## config.mk

```make
export PLATFORM = sky130hd
export DESIGN_NAME = usb_rx_control
export DESIGN_NICKNAME = d
export VERILOG_FILES = /design/src/rtl/usb_rx_control.sv
export SDC_FILE = /design/constraint.sdc
export NUM_CORES = 1
export LEC_CHECK = 0
export BUFFER_PORTS_ARGS = -buffer_cell sky130_fd_sc_hd__buf_2
export CAP_MARGIN = 25
export CELL_PAD_IN_SITES_DETAIL_PLACEMENT = 0
export CELL_PAD_IN_SITES_GLOBAL_PLACEMENT = 1
export CORE_AREA = 4 4 107 68
export CTS_CLUSTER_SIZE = 25
export DETAILED_ROUTE_END_ITERATION = 16
export DIE_AREA = 0 0 111 72
export PLACE_DENSITY = 0.82
export REMOVE_ABC_BUFFERS = 1
export SETUP_SLACK_MARGIN = 0.2
export SLEW_MARGIN = 20
export SYNTH_ARGS = -nofsm -noshare
export SYNTH_HDL_FRONTEND = slang
export SYNTH_SLANG_ARGS = --single-unit
```

## constraint.sdc

```tcl
create_clock -name clk -period 2.9 [get_ports clk]
set_input_delay 0.87 -clock clk [delete_from_list [all_inputs] [get_ports clk]]
set_output_delay 0.87 -clock clk [all_outputs]
set_load 0.1 [all_outputs]
```

## src/rtl/usb_rx_control.sv

```systemverilog
// usb_rx_control: receive-side USB packet controller. Classifies the PID, checks
// packet length and streams DATA payload to the endpoint buffer with CRC16 stripped.
module usb_rx_control (
  input  logic       clk,
  input  logic       rst,
  input  logic       rx_sop,
  input  logic       rx_valid_byte,
  input  logic [7:0] rx_byte,
  input  logic       rx_eop,
  input  logic       rx_bit_error,
  input  logic [6:0] buffer_occupancy,
  output logic [2:0] rx_packet,
  output logic       rx_data_ready,
  output logic       rx_transfer_active,
  output logic       rx_error,
  output logic       store_rx_packet_data,
  output logic [7:0] rx_packet_data,
  output logic       flush
);

  typedef enum logic [2:0] {
    S_IDLE   = 3'd0,
    S_PID    = 3'd1,
    S_TOKEN  = 3'd2,
    S_DATA   = 3'd3,
    S_HSHAKE = 3'd4,
    S_ERR    = 3'd5
  } state_t;

  localparam logic [2:0] PKT_NONE    = 3'd0;
  localparam logic [2:0] PKT_OUT     = 3'd1;
  localparam logic [2:0] PKT_IN      = 3'd2;
  localparam logic [2:0] PKT_DATA    = 3'd3;
  localparam logic [2:0] PKT_ACK     = 3'd4;
  localparam logic [2:0] PKT_NAK     = 3'd5;
  localparam logic [6:0] MAX_PAYLOAD = 7'd64;

  // Map a PID byte to its packet code; PKT_NONE for bad complement or unsupported PID.
  function automatic logic [2:0] pid_code(input logic [7:0] pid);
    logic [2:0] code;
    code = PKT_NONE;
    if (pid[7:4] == ~pid[3:0]) begin
      case (pid[3:0])
        4'b0001:          code = PKT_OUT;
        4'b1001:          code = PKT_IN;
        4'b0011, 4'b1011: code = PKT_DATA;
        4'b0010:          code = PKT_ACK;
        4'b1010:          code = PKT_NAK;
        default:          code = PKT_NONE;
      endcase
    end else begin
      code = PKT_NONE;
    end
    return code;
  endfunction

  state_t     state_q, state_d, st_b;
  logic [2:0] packet_q, packet_d;
  logic       ready_q, ready_d;
  logic       active_q, active_d;
  logic       error_q, error_d;
  logic       store_q, store_d;
  logic [7:0] pdata_q, pdata_d;
  logic       flush_q, flush_d;
  logic [7:0] h0_q, h0_d, h1_q, h1_d;
  logic [1:0] hcnt_q, hcnt_d;
  logic [6:0] wr_cnt_q, wr_cnt_d;
  logic [1:0] tok_cnt_q, tok_cnt_d;
  logic [2:0] pend_q, pend_d;
  logic [2:0] pid_code_s;
  logic       bad_b;

  assign rx_packet            = packet_q;
  assign rx_data_ready        = ready_q;
  assign rx_transfer_active   = active_q;
  assign rx_error             = error_q;
  assign store_rx_packet_data = store_q;
  assign rx_packet_data       = pdata_q;
  assign flush                = flush_q;

  // Next-state logic: the byte of a cycle is applied first (st_b), then any EOP.
  always_comb begin
    state_d    = state_q;
    packet_d   = packet_q;
    ready_d    = 1'b0;
    active_d   = active_q;
    error_d    = error_q;
    store_d    = 1'b0;
    pdata_d    = pdata_q;
    flush_d    = 1'b0;
    h0_d       = h0_q;
    h1_d       = h1_q;
    hcnt_d     = hcnt_q;
    wr_cnt_d   = wr_cnt_q;
    tok_cnt_d  = tok_cnt_q;
    pend_d     = pend_q;
    st_b       = state_q;
    bad_b      = 1'b0;
    pid_code_s = pid_code(rx_byte);

    if (state_q == S_IDLE) begin
      if (rx_sop) begin
        state_d   = S_PID;
        error_d   = 1'b0;
        packet_d  = PKT_NONE;
        hcnt_d    = 2'd0;
        wr_cnt_d  = 7'd0;
        tok_cnt_d = 2'd0;
        pend_d    = PKT_NONE;
      end else begin
        state_d = S_IDLE;
      end
    end else if (rx_bit_error || rx_sop) begin
      error_d = 1'b1;
      state_d = rx_eop ? S_IDLE : S_ERR;
    end else begin
      if (rx_valid_byte) begin
        case (state_q)
          S_PID: begin
            pend_d = pid_code_s;
            case (pid_code_s)
              PKT_OUT, PKT_IN: st_b = S_TOKEN;
              PKT_DATA: begin
                st_b    = S_DATA;
                flush_d = 1'b1;
              end
              PKT_ACK, PKT_NAK: st_b = S_HSHAKE;
              default: bad_b = 1'b1;
            endcase
          end
          S_TOKEN: begin
            if (tok_cnt_q == 2'd2) begin
              bad_b = 1'b1;
            end else begin
              tok_cnt_d = tok_cnt_q + 2'd1;
            end
          end
          S_HSHAKE: bad_b = 1'b1;
          S_DATA: begin
            // Two-byte holdback keeps the CRC16 out of the buffer.
            case (hcnt_q)
              2'd0: begin
                h0_d   = rx_byte;
                hcnt_d = 2'd1;
              end
              2'd1: begin
                h1_d   = rx_byte;
                hcnt_d = 2'd2;
              end
              default: begin
                if ((wr_cnt_q == MAX_PAYLOAD) || (buffer_occupancy >= MAX_PAYLOAD)) begin
                  bad_b = 1'b1;
                end else begin
                  store_d  = 1'b1;
                  pdata_d  = h0_q;
                  h0_d     = h1_q;
                  h1_d     = rx_byte;
                  wr_cnt_d = wr_cnt_q + 7'd1;
                end
              end
            endcase
          end
          default: st_b = state_q;
        endcase
      end else begin
        st_b = state_q;
      end

      if (bad_b) begin
        error_d = 1'b1;
        st_b    = S_ERR;
      end else begin
        error_d = error_q;
      end

      if (rx_eop) begin
        state_d = S_IDLE;
        case (st_b)
          S_TOKEN: begin
            if (tok_cnt_d == 2'd2) begin
              packet_d = pend_d;
            end else begin
              error_d = 1'b1;
            end
          end
          S_HSHAKE: packet_d = pend_d;
          S_DATA: begin
            if (hcnt_d == 2'd2) begin
              packet_d = PKT_DATA;
              ready_d  = 1'b1;
            end else begin
              error_d = 1'b1;
            end
          end
          S_PID:   error_d  = 1'b1;
          default: packet_d = packet_q;
        endcase
      end else begin
        state_d = st_b;
      end
    end

    active_d = (state_d != S_IDLE);
  end

  // State and output registers with synchronous reset.
  always_ff @(posedge clk) begin
    if (rst) begin
      state_q   <= S_IDLE;
      packet_q  <= PKT_NONE;
      ready_q   <= 1'b0;
      active_q  <= 1'b0;
      error_q   <= 1'b0;
      store_q   <= 1'b0;
      pdata_q   <= 8'd0;
      flush_q   <= 1'b0;
      h0_q      <= 8'd0;
      h1_q      <= 8'd0;
      hcnt_q    <= 2'd0;
      wr_cnt_q  <= 7'd0;
      tok_cnt_q <= 2'd0;
      pend_q    <= PKT_NONE;
    end else begin
      state_q   <= state_d;
      packet_q  <= packet_d;
      ready_q   <= ready_d;
      active_q  <= active_d;
      error_q   <= error_d;
      store_q   <= store_d;
      pdata_q   <= pdata_d;
      flush_q   <= flush_d;
      h0_q      <= h0_d;
      h1_q      <= h1_d;
      hcnt_q    <= hcnt_d;
      wr_cnt_q  <= wr_cnt_d;
      tok_cnt_q <= tok_cnt_d;
      pend_q    <= pend_d;
    end
  end

endmodule

```

Word-level counts from Yosys, hierarchy flattened

Index checks and enable logic that the tools add are counted.

Flip-flop bits (word level): 49
Output and inout port bits: 16

Add/sub/neg operators: 2
Muxes and demuxes: 69
Reduce and logical (&&, ||, !) cells: 23
Bitwise operators: 12
Magnitude comparators: 1
Eq/ne operators: 33

Operators by type and width:

| operator                                      | count |
|---|---|
| 2-to-1 mux 3 bit                              | 20 |
| 2-to-1 mux 7 bit                              | 7 |
| case mux 8 bit (2 select lines)               | 2 |
| AND reduction 6 bit                           | 5 |
| 2-to-1 mux 2 bit                              | 14 |
| == test 3 x 2 -> 1 bit, second input constant | 6 |
| 2-to-1 mux 1 bit                              | 18 |
| case mux 3 bit (3 select lines)               | 2 |
| 2-to-1 mux 8 bit                              | 2 |
| case mux 3 bit (5 select lines)               | 1 |
| OR reduction 5 bit                            | 3 |
| == test 3 bit, second input constant          | 4 |
| == test 4 bit, second input constant          | 3 |
| NOT 1 bit                                     | 11 |
| == test 3 x 1 -> 1 bit, second input constant | 3 |
| == test 4 x 2 -> 1 bit, second input constant | 2 |
| OR reduction 2 bit                            | 4 |
| adder 7 x 1 -> 7 bit, second input constant   | 1 |
| == test 7 bit, second input constant          | 1 |
| >= comparator 7 bit, second input constant    | 1 |
| OR reduction 7 bit                            | 1 |
| == test 2 bit, second input constant          | 3 |
| != test 2 x 1 -> 1 bit, second input constant | 3 |
| != test 2 bit, second input constant          | 3 |
| other kinds (16)                              | 20 |

Longest topological paths before layout

Gate-level depths: netlist (run 1).

Depth in word-level cells: 19
Depth in mapped cells: 8

Least setup slack after synthesis (run 1)

OpenSTA, ideal clock, no wires.

Path type: input-to-reg
Start point: input rx_byte[0]
End point: register packet_q[2], in the netlist rx_packet[2]
Data arrival time: 2.361 ns
Required time: 2.782 ns
Setup time: 0.118 ns
Stages: 8
Path slack: 0.422 ns
Cell sequence: buf_4 -> xor2_2 -> nand4_4 -> o21ai_1 -> o311a_2 -> nand4b_1 -> o22a_2 -> a32o_2

Cells in the longest elaborated chain, start to end: 19
Elaborated cells between the ends (all ways): 44
Those cells by class: eq/ne (17); mux (20); bitwise (1); reduce/logical (6)

Ends and longest elaborated chain:

| element                                                 | RTL line | text |
|---|---|---|
| start: declaration                                      | 8        | `input logic [7:0] rx_byte,` |
| == test 4 x 2 -> 1 bit or == test 4 bit (tied branches) | 43       | `case (pid[3:0])` |
| OR reduction 2 bit                                      | 43       |  |
| case mux 3 bit (5 select lines)                         | 43       |  |
| 2-to-1 mux 3 bit (*)                                    | 42       | `if (pid[7:4] == ~pid[3:0]) begin` |
| == test 3 bit (tied with other cells)                   | 121      | `case (pid_code_s)` |
| OR reduction 5 bit (no line)                            | n/a      |  |
| 2-to-1 mux 1 bit                                        | 121      |  |
| case mux 1 bit (4 select lines)                         | 118      | `case (state_q)` |
| [... 3 more ...]                                        | n/a      |  |
| 2-to-1 mux 3 bit                                        | 169      | `if (bad_b) begin` |
| 2-to-1 mux 3 bit                                        | 113      | `end else if (rx_bit_error \|\| rx_sop) begin` |
| 2-to-1 mux 3 bit                                        | 101      | `if (state_q == S_IDLE) begin` |
| == test 3 x 2 -> 1 bit or == test 3 bit (tied branches) | 178      | `case (st_b)` |
| case mux 3 bit (3 select lines)                         | 178      |  |
| 2-to-1 mux 3 bit                                        | 176      | `if (rx_eop) begin` |
| 2-to-1 mux 3 bit                                        | 113      |  |
| 2-to-1 mux 3 bit                                        | 101      |  |
| end signal: assignment                                  | 225      | `packet_q <= packet_d;` |
| end: declaration                                        | 58       | `logic [2:0] packet_q, packet_d;` |

Mark *: on every way between the ends. The rest lies on a longest branch, timed or not. The select of a mux whose other input is x is not followed.
A chain may end at the register's enable or synchronous reset.

Worst setup path after layout (run 1)

Start point: input rx_byte[3]
End point: register packet_q[2], in the netlist rx_packet[2]

The elaborated chain is that of the path after synthesis.

==> insert_results.sql, run 1 <==
INSERT INTO impl_metrics (metric_group, metric, value, unit) VALUES
('status', 'status', 'completed', ''),
('timing', 'timing.max_slew.rel_slack', '66.1', '%'),
('timing', 'max_clock_freq', '0.422', 'GHz'),
('place', 'gp_congestion', '0.922', ''),
('setup_path', 'worstRegToRegCells', '7', ''),
('floorplanning', 'die-width', '111', 'um'),
('setup_path', 'r2r_slack', '0.65', 'ns'),
('detailed_routing', 'drcViolationCount', '0', ''),
('yosys', 'async_flop_share', '0', '%'),
('final_layout', 'layout-area-overhead-vs-synth', '15.0', '%'),
('yosys', 'yosys.area.top_type_share', '39.6', '%'),
('yosys', 'synthXorXnorAreaFrac', '3.74', '%'),
('timing', 'post_route_clock_skew', '0.00727', 'ns'),
('setup_path', 'critical_path.endpoint', 'rx_packet[2]', ''),
('yosys', 'synth_enable_flop_cells', '0', ''),
('pwr', 'p_per_area', '467', 'nW/um^2'),
('pwr', 'net-switching-power', '0.331', 'mW'),
('detailed_routing', 'route.final.wire_length', '5.61', 'mm'),
('timing', 'hold_viol_final', '0', ''),
('yosys', 'yosys.area_share.simple', '22.8', '%'),
('yosys', 'synth_top_area_cell', 'dfxtp_1', ''),
('pwr', 'switching_power_share_of_the_total', '24.9', '%'),
('clock_network', 'clkLatencyLatePin', '0.31', 'ns'),
('floorplanning', 'placement_rows', '23', ''),
('setup_path', 'timing.critical_path.fanout_max', '9', ''),
('global_routing', 'grt_max_degree', '28', ''),
('timing', 'tcrit_tclk_final', '81.8', '%'),
('global_routing', 'antenna_found_initial', '0', ''),
('pwr', 'comb_power_share', '9.8', '%'),
('yosys', 'post_syn_area_per_cell', '9.49', 'sq um'),
('clock_network', 'clkTransAtPathRegs', '0.09', 'ns'),
('pwr', 'cellLeakagePower', '1.23', 'nW'),
('global_routing', 'number_of_global_route_vias_before_repair', '1923', ''),
('setup_path', 'critical_path.startpoint_type', 'input port', ''),
('hold_path', 'worstHoldPathType', 'flip-flop to flip-flop', ''),
('yosys', 'synth-seq-cells', '49', ''),
('timing', 'grt_setup_unrepaired', 'no', ''),
('pwr', 'vdd_drop_max', '224', 'uV'),
('setup_path', 'rr_endpoint', 'rx_packet[2]', ''),
('clock_network', 'cts_tree', 'yes', ''),
('floorplanning', 'core-area', '6420', 'sq um'),
('final_layout', 'final_cell_count_no_fill', '385', ''),
('final_layout', 'antennaDiodeCount', '0', ''),
('clock_network', 'cts-resized-gates', '0', ''),
('setup_path', 'critical_path_required', '3.10', 'ns'),
('timing', 'post-route-min-period', '2.37', 'ns'),
('final_layout', 'drive_above_1_share', '23.5', '%'),
('setup_path', 'timing.critical_path.arrival', '2.57', 'ns'),
('yosys', 'synth.top_cells.by_area', 'dfxtp_1 40%, mux2i_1 11%, nor2_1 6.5%', ''),
('timing', 'final_setup_tns', '0', 'ns'),
('timing', 'setup-violations-final', '0', ''),
('yosys', 'proportion_of_synthesized_area_in_mux_cells', '11.4', '%'),
('yosys', 'ys.warnings.count', '0', ''),
('place', 'hpwl', '4.36', 'mm'),
('detailed_routing', 'postRouteAntennaNets', '0', ''),
('yosys', 'ys_seq_area_share', '39.6', '%'),
('global_routing', 'grt-ovfl-total', '0', ''),
('yosys', 'synth_fa_ha_area_share', '3.03', '%'),
('timing', 'finalMaxSlewViolations', '0', ''),
('place', 'io_buffers', '30', ''),
('final_layout', 'final_net_count', '324', ''),
('setup_path', 'rr_startpoint', 'state_q[0]', ''),
('floorplanning', 'initial_core_util', '38.6', '%'),
('detailed_routing', 'dr.pass1.iters', '4', ''),
('detailed_routing', 'route.detailed.vias_per_inst', '5.14', ''),
('global_routing', 'total_track_usage', '14.2', '%'),
('yosys', 'synth_compound_gate_area_share', '14.9', '%'),
('setup_path', 'timing.critical_path.to_type', 'flip-flop', ''),
('setup_path', 'setup.worst_path.start', 'rx_byte[3]', ''),
('floorplanning', 'top_level_i_o_count', '37', ''),
('clock_network', 'numCtsBuffers', '5', '');
critical path, stage by stage:
cell and delay (ns):
buf_2 0.15, xor2_2 0.20, nand4_4 0.19, o21ai_1 0.20
o311a_2 0.26, nand4b_1 0.14, o22a_2 0.29, a32o_2 0.26
cells by family after synthesis:
family	count (synthesis)
AND/OR/NAND/NOR	99
AO/OA/AOI/OAI	52
flip-flops	49
multiplexers	28
buffers and inverters	19
XOR/XNOR	8
adder cells (fa/ha/maj)	6
per-stage QoR:
step           area, sq um  hold slack (ns)  setup WS [ns]  util (%)
6_report              2850            0.471          0.529      44.4
5_1_grt               2850            0.496          0.443      44.4
4_1_cts               2850            0.474          0.546      44.4
3_5_place_dp          2730            0.456          0.232      42.5
3_3_place_gp          2730            0.453          0.219      42.5
2_1_floorplan         2390            0.445          0.552         -
cell usage after synthesis, types with 3 or more instances:
cell type and number:
a31oi_1 3, a21oi_1 9, nor2_1 43, dfxtp_1 49, a211oi_1 9, nand2_1 14, clkbuf_1 4, inv_1 8
o211ai_1 3, nand2b_1 7, a32o_1 3, ha_1 6, o21ai_0 9, xor2_1 3, nor3_2 3, nor3_1 3
nand3_1 4, mux2i_1 26, xor2_2 3
cell usage in the layout, fill, tap and decap left out, drive strengths merged, types with 2 or more instances in the layout:
cell and n:
nand4b 3, a32o 4, nand2 14, clkbuf 6, o22ai 2, inv 8
nand4 3, o21ai 10, o31ai 2, a21oi 9, buf 40, and4b 2
nor3b 2, mux2i 26, or3 2, nor4b 3, ha 6, a22o 2
a31oi 3, and2 2, dfxtp 49, nand3 4, a211oi 9, o211ai 3
xor2 6, mux2 2, nor3 6, nor2 43, nand2b 7, xnor2 2
registers in the layout (all words and copies together) (netlist names):
name and cells:
flush 1, h0_q 8, h1_q 8, hcnt_q 2
pend_q 3, rx_data_ready 1, rx_error 1, rx_packet 3
rx_packet_data 8, rx_transfer_active 1, state_q 3, store_rx_packet_data 1
tok_cnt_q 2, wr_cnt_q 7
final cells by class:
cell class / instances / area, sq um / share of cell area [%]
tap: 87 / 109 / 3.82
sequential: 49 / 981 / 34.4
clock buffer: 6 / 82.6 / 2.90
inverter: 8 / 30.0 / 1.05
clock inverter: 2 / 37.5 / 1.32
multi-input combinational: 193 / 1380 / 48.6
timing repair buffer: 40 / 225 / 7.91
how the worst min path moves through the flow:
stage,from,endpoint,cells past startpoint
final,rx_packet[1],rx_packet[1],2
after detailed placement,rx_packet[1],rx_packet[1],2
after CTS,rx_packet[1],rx_packet[1],2
after global placement,rx_packet_data[5],rx_packet_data[5],2
after floorplan,pend_q[2],pend_q[2],2
after global routing,rx_packet_data[5],rx_packet_data[5],2
power by group through the flow:
stage / Clock (mW) / Combinational, mW / Sequential [mW]
finish: 0.517 / 0.130 / 0.683
global route: 0.547 / 0.139 / 0.684
CTS: 0.528 / 0.128 / 0.683
detailed placement: 0 / 0.128 / 0.699
global placement: 0 / 0.127 / 0.699
floorplan: 0 / 0.0573 / 0.713
layer usage:
layer	vias up	track usage, %	wire length (um)
met3	6	3.58	296
met2	32	20.8	2180
met5	-	0	0
li1	1010	-	-
met1	929	21.3	3100
met4	0	2.87	34
No activity file was read; power rests on OpenSTA's default activity.
==> inputs of run 2 (changes only) <==
Settings changed: ABC_AREA set to 1, CORE_AREA 4 4 107 68 to 4 4 113 72, DIE_AREA 0 0 111 72 to 0 0 117 76, PLACE_DENSITY 0.82 to 0.83.
Clock period 2.9 ns to 2.1 ns, I/O delays scaled along.
==> insert_results.sql, run 2 <==
INSERT INTO impl_metrics (metric_group, metric, value, unit) VALUES
('status', 'status', 'completed', ''),
('detailed_routing', 'drcViolationCount', '0', ''),
('detailed_routing', 'postRouteAntennaNets', '0', ''),
('global_routing', 'antenna_found_initial', '0', ''),
('setup_path', 'setup.worst_path.class', 'input port to flip-flop', ''),
('clock_network', 'numCtsBuffers', '5', ''),
('setup_path', 'timing.critical_path.arrival', '2.08', 'ns'),
('floorplanning', 'top_level_i_o_count', '37', ''),
('final_layout', 'drive_above_1_share', '42.9', '%'),
('place', 'io_buffers', '30', ''),
('floorplanning', 'dieArea', '8890', 'sq um'),
('detailed_routing', 'route.final.wire_length', '7.01', 'mm'),
('global_routing', 'global_route_wire_length_before_repair', '11.0', 'mm'),
('setup_path', 'timing.critical_path.fanout_max', '5', ''),
('timing', 'setup-violations-final', '0', ''),
('clock_network', 'cts_tree', 'yes', ''),
('floorplanning', 'die_height', '76', 'um'),
('setup_path', 'cpMaxStageDelayCell', 'nand4_1', ''),
('floorplanning', 'core-area', '7090', 'sq um'),
('timing', 'post-route-min-period', '1.88', 'ns'),
('final_layout', 'final_cell_count_no_fill', '541', ''),
('yosys', 'yosys.area.top_type_share', '38.2', '%'),
('detailed_routing', 'vias', '2584', ''),
('yosys', 'cell_count_after_synthesis', '362', ''),
('timing', 'post_route_clock_skew', '0.00873', 'ns'),
('setup_path', 'timing.critical_path.to_type', 'flip-flop', ''),
('timing', 'hold_viol_final', '0', ''),
('floorplanning', 'die-width', '117', 'um'),
('final_layout', 'layout-area-overhead-vs-synth', '47.9', '%'),
('global_routing', 'number_of_global_route_vias_before_repair', '2340', ''),
('yosys', 'post_syn_area_per_cell', '7.09', 'sq um'),
('final_layout', 'most_common_cell_after_layout_fill_and_taps_aside', 'nand2_1', ''),
('yosys', 'post_synth_num_cell_types', '39', ''),
('global_routing', 'grt_max_degree', '28', ''),
('clock_network', 'clkTransAtPathRegs', '0.08', 'ns'),
('yosys', 'ys_seq_area_share', '38.2', '%'),
('detailed_routing', 'drt_iter0_drc', '144', ''),
('clock_network', 'htree_num_levels', '2', ''),
('pwr', 'cellLeakagePower', '1.73', 'nW'),
('final_layout', 'fillers', '641', ''),
('timing', 'timing.max_slew.rel_slack', '67.1', '%'),
('timing', 'finalMaxSlewViolations', '0', ''),
('global_routing', 'grt-ovfl-total', '0', ''),
('final_layout', 'antennaDiodeCount', '0', ''),
('yosys', 'cell_with_the_most_instances_after_synthesis', 'nand2_1', ''),
('place', 'gp_congestion', '0.864', ''),
('floorplanning', 'placement_rows', '24', ''),
('pwr', 'p_per_area', '572', 'nW/um^2'),
('detailed_routing', 'avgRoutedWirePerCell', '13.0', 'um'),
('setup_path', 'critical_path.startpoint_type', 'input port', ''),
('yosys', 'synth_enable_flop_cells', '0', ''),
('final_layout', 'post-route-util', '53.5', '%'),
('timing', 'tcrit_tclk_final', '89.3', '%'),
('clock_network', 'clkLatencyLatePin', '0.30', 'ns'),
('pwr', 'vdd_drop_max', '314', 'uV'),
('yosys', 'post_synth_instance_area', '2560', 'sq um'),
('global_routing', 'total_track_usage', '15.1', '%'),
('yosys', 'synth.top_cells.by_area', 'dfxtp_1 38%, nand2_1 12%, o21ai_0 6.2%', ''),
('final_layout', 'final_net_count', '476', ''),
('detailed_routing', 'route.detailed.vias_per_inst', '4.78', ''),
('place', 'hpwl', '4.93', 'mm'),
('setup_path', 'critical_path_required', '2.30', 'ns'),
('yosys', 'synth_top_area_cell', 'dfxtp_1', ''),
('yosys', 'yosys_most_used_dff', 'dfxtp_1', ''),
('clock_network', 'maximum_buffer_depth_of_the_clock_tree', '2', ''),
('timing', 'timing_worst_slew_pin_value', '0.497', 'ns'),
('timing', 'grt_setup_unrepaired', 'yes', ''),
('clock_network', 'cts_root_buf', 'clkbuf_16', ''),
('clock_network', 'numClockSinks', '49', ''),
('timing', 'max_clock_freq', '0.533', 'GHz'),
('yosys', 'synth_commonest_cells', '80 x nand2_1, 49 x dfxtp_1, 41 x nor2_1, 38 x inv_1, 32 x o21ai_0', ''),
('yosys', 'synth-seq-cells', '49', ''),
('floorplanning', 'initial_core_util', '36.2', '%'),
('clock_network', 'holdBufCountCts', '0', ''),
('run', 'max_cap_violations', '0', ''),
('setup_path', 'cp_cell_sequence', 'buf_12, nand2_4, inv_2, nor2_1, nand2_1, nor2_4, buf_6, nand4_1, nand2_4, nand2_2, nand3_2, nand2_2, nand2_4, nand2_2, nand2_1, inv_1', ''),
('yosys', 'async_flop_share', '0', '%'),
('place', 'placedCellCount', '520', ''),
('detailed_routing', 'dr.pass1.iters', '4', ''),
('hold_path', 'worstHoldPathType', 'flip-flop to flip-flop', ''),
('setup_path', 'max_stage_delay', '0.20', 'ns'),
('yosys', 'ys.warnings.count', '0', ''),
('final_layout', 'highest_count_cells_in_the_layout_ignoring_fill_and_taps', '66 x nand2_1, 52 x buf_4, 44 x dfxtp_1, 29 x nor2_1, 29 x o21ai_0', '');
## run 2: repair_timing
item,CTS,global route
endpoints found under the setup margin,5,25
pin swaps,7,50
buffers inserted,4,8
cloned,0,1
hold endpoints to repair,0,0
resized for setup,13,111
## run 2: final timing paths
kind	cells past startpoint	from	slack, ns	end
setup / recovery	16	rx_byte[2]	0.22	rx_packet[2]
hold / removal	2	rx_error	0.46	rx_error
setup reg to reg	13	state_q[1]	0.24	rx_packet[0]
hold reg to reg	2	rx_error	0.46	rx_error
## run 2: cell type report
cell class              count  area, sq um  share of cell area, %
multi-input cells         259         1670                   44.1
repair buffers             85          658                   17.3
flip-flops and latches     49          995                   26.2
well taps                  91          114                   3.00
clock buffers               5          125                   3.30
clock inverters             3         28.8                  0.759
inverters                  49          200                   5.28
## run 2: cell families after synthesis
family | count (synthesis) | share of synthesized area (%)
flip-flops | 49 | 38.2
buffers and inverters | 55 | 8.54
adder cells (fa/ha/maj) | 6 | 2.93
AO/OA/AOI/OAI | 80 | 18.8
AND/OR/NAND/NOR | 172 | 31.5
## run 2: metal layers
metal / vias up / wire length, um / GRT usage (%)
met5: - / 0 / 0
met4: 0 / 63 / 4.24
met3: 6 / 242 / 2.78
met2: 49 / 3090 / 21.6
met1: 1172 / 3610 / 22.9
li1: 1357 / - / -
## run 2: metrics by stage
stage | power [mW] | instance area [sq um] | hold WS [ns] | TNS, ns | setup WS, ns
finish | 2.17 | 3790 | 0.461 | 0 | 0.225
CTS | 2.10 | 3340 | 0.462 | 0 | 0.193
floorplan | 1.13 | 2530 | 0.432 | 0 | 0.0730
global placement | 1.25 | 3120 | 0.435 | -0.374 | -0.0903
global route | 2.26 | 3790 | 0.484 | 0 | 0.101
detailed placement | 1.25 | 3120 | 0.446 | -0.526 | -0.122
## run 2: critical path, delay by kind of cell
kind,cells,cell delay (ns)
buffers and inverters,4,0.28
AND/OR/NAND/NOR,12,1.15
## run 2: power breakdown
part           total (mW)  switching, mW  internal (mW)
Combinational       0.368          0.219          0.148
Clock               0.855          0.396          0.459
Sequential          0.948         0.0106          0.937
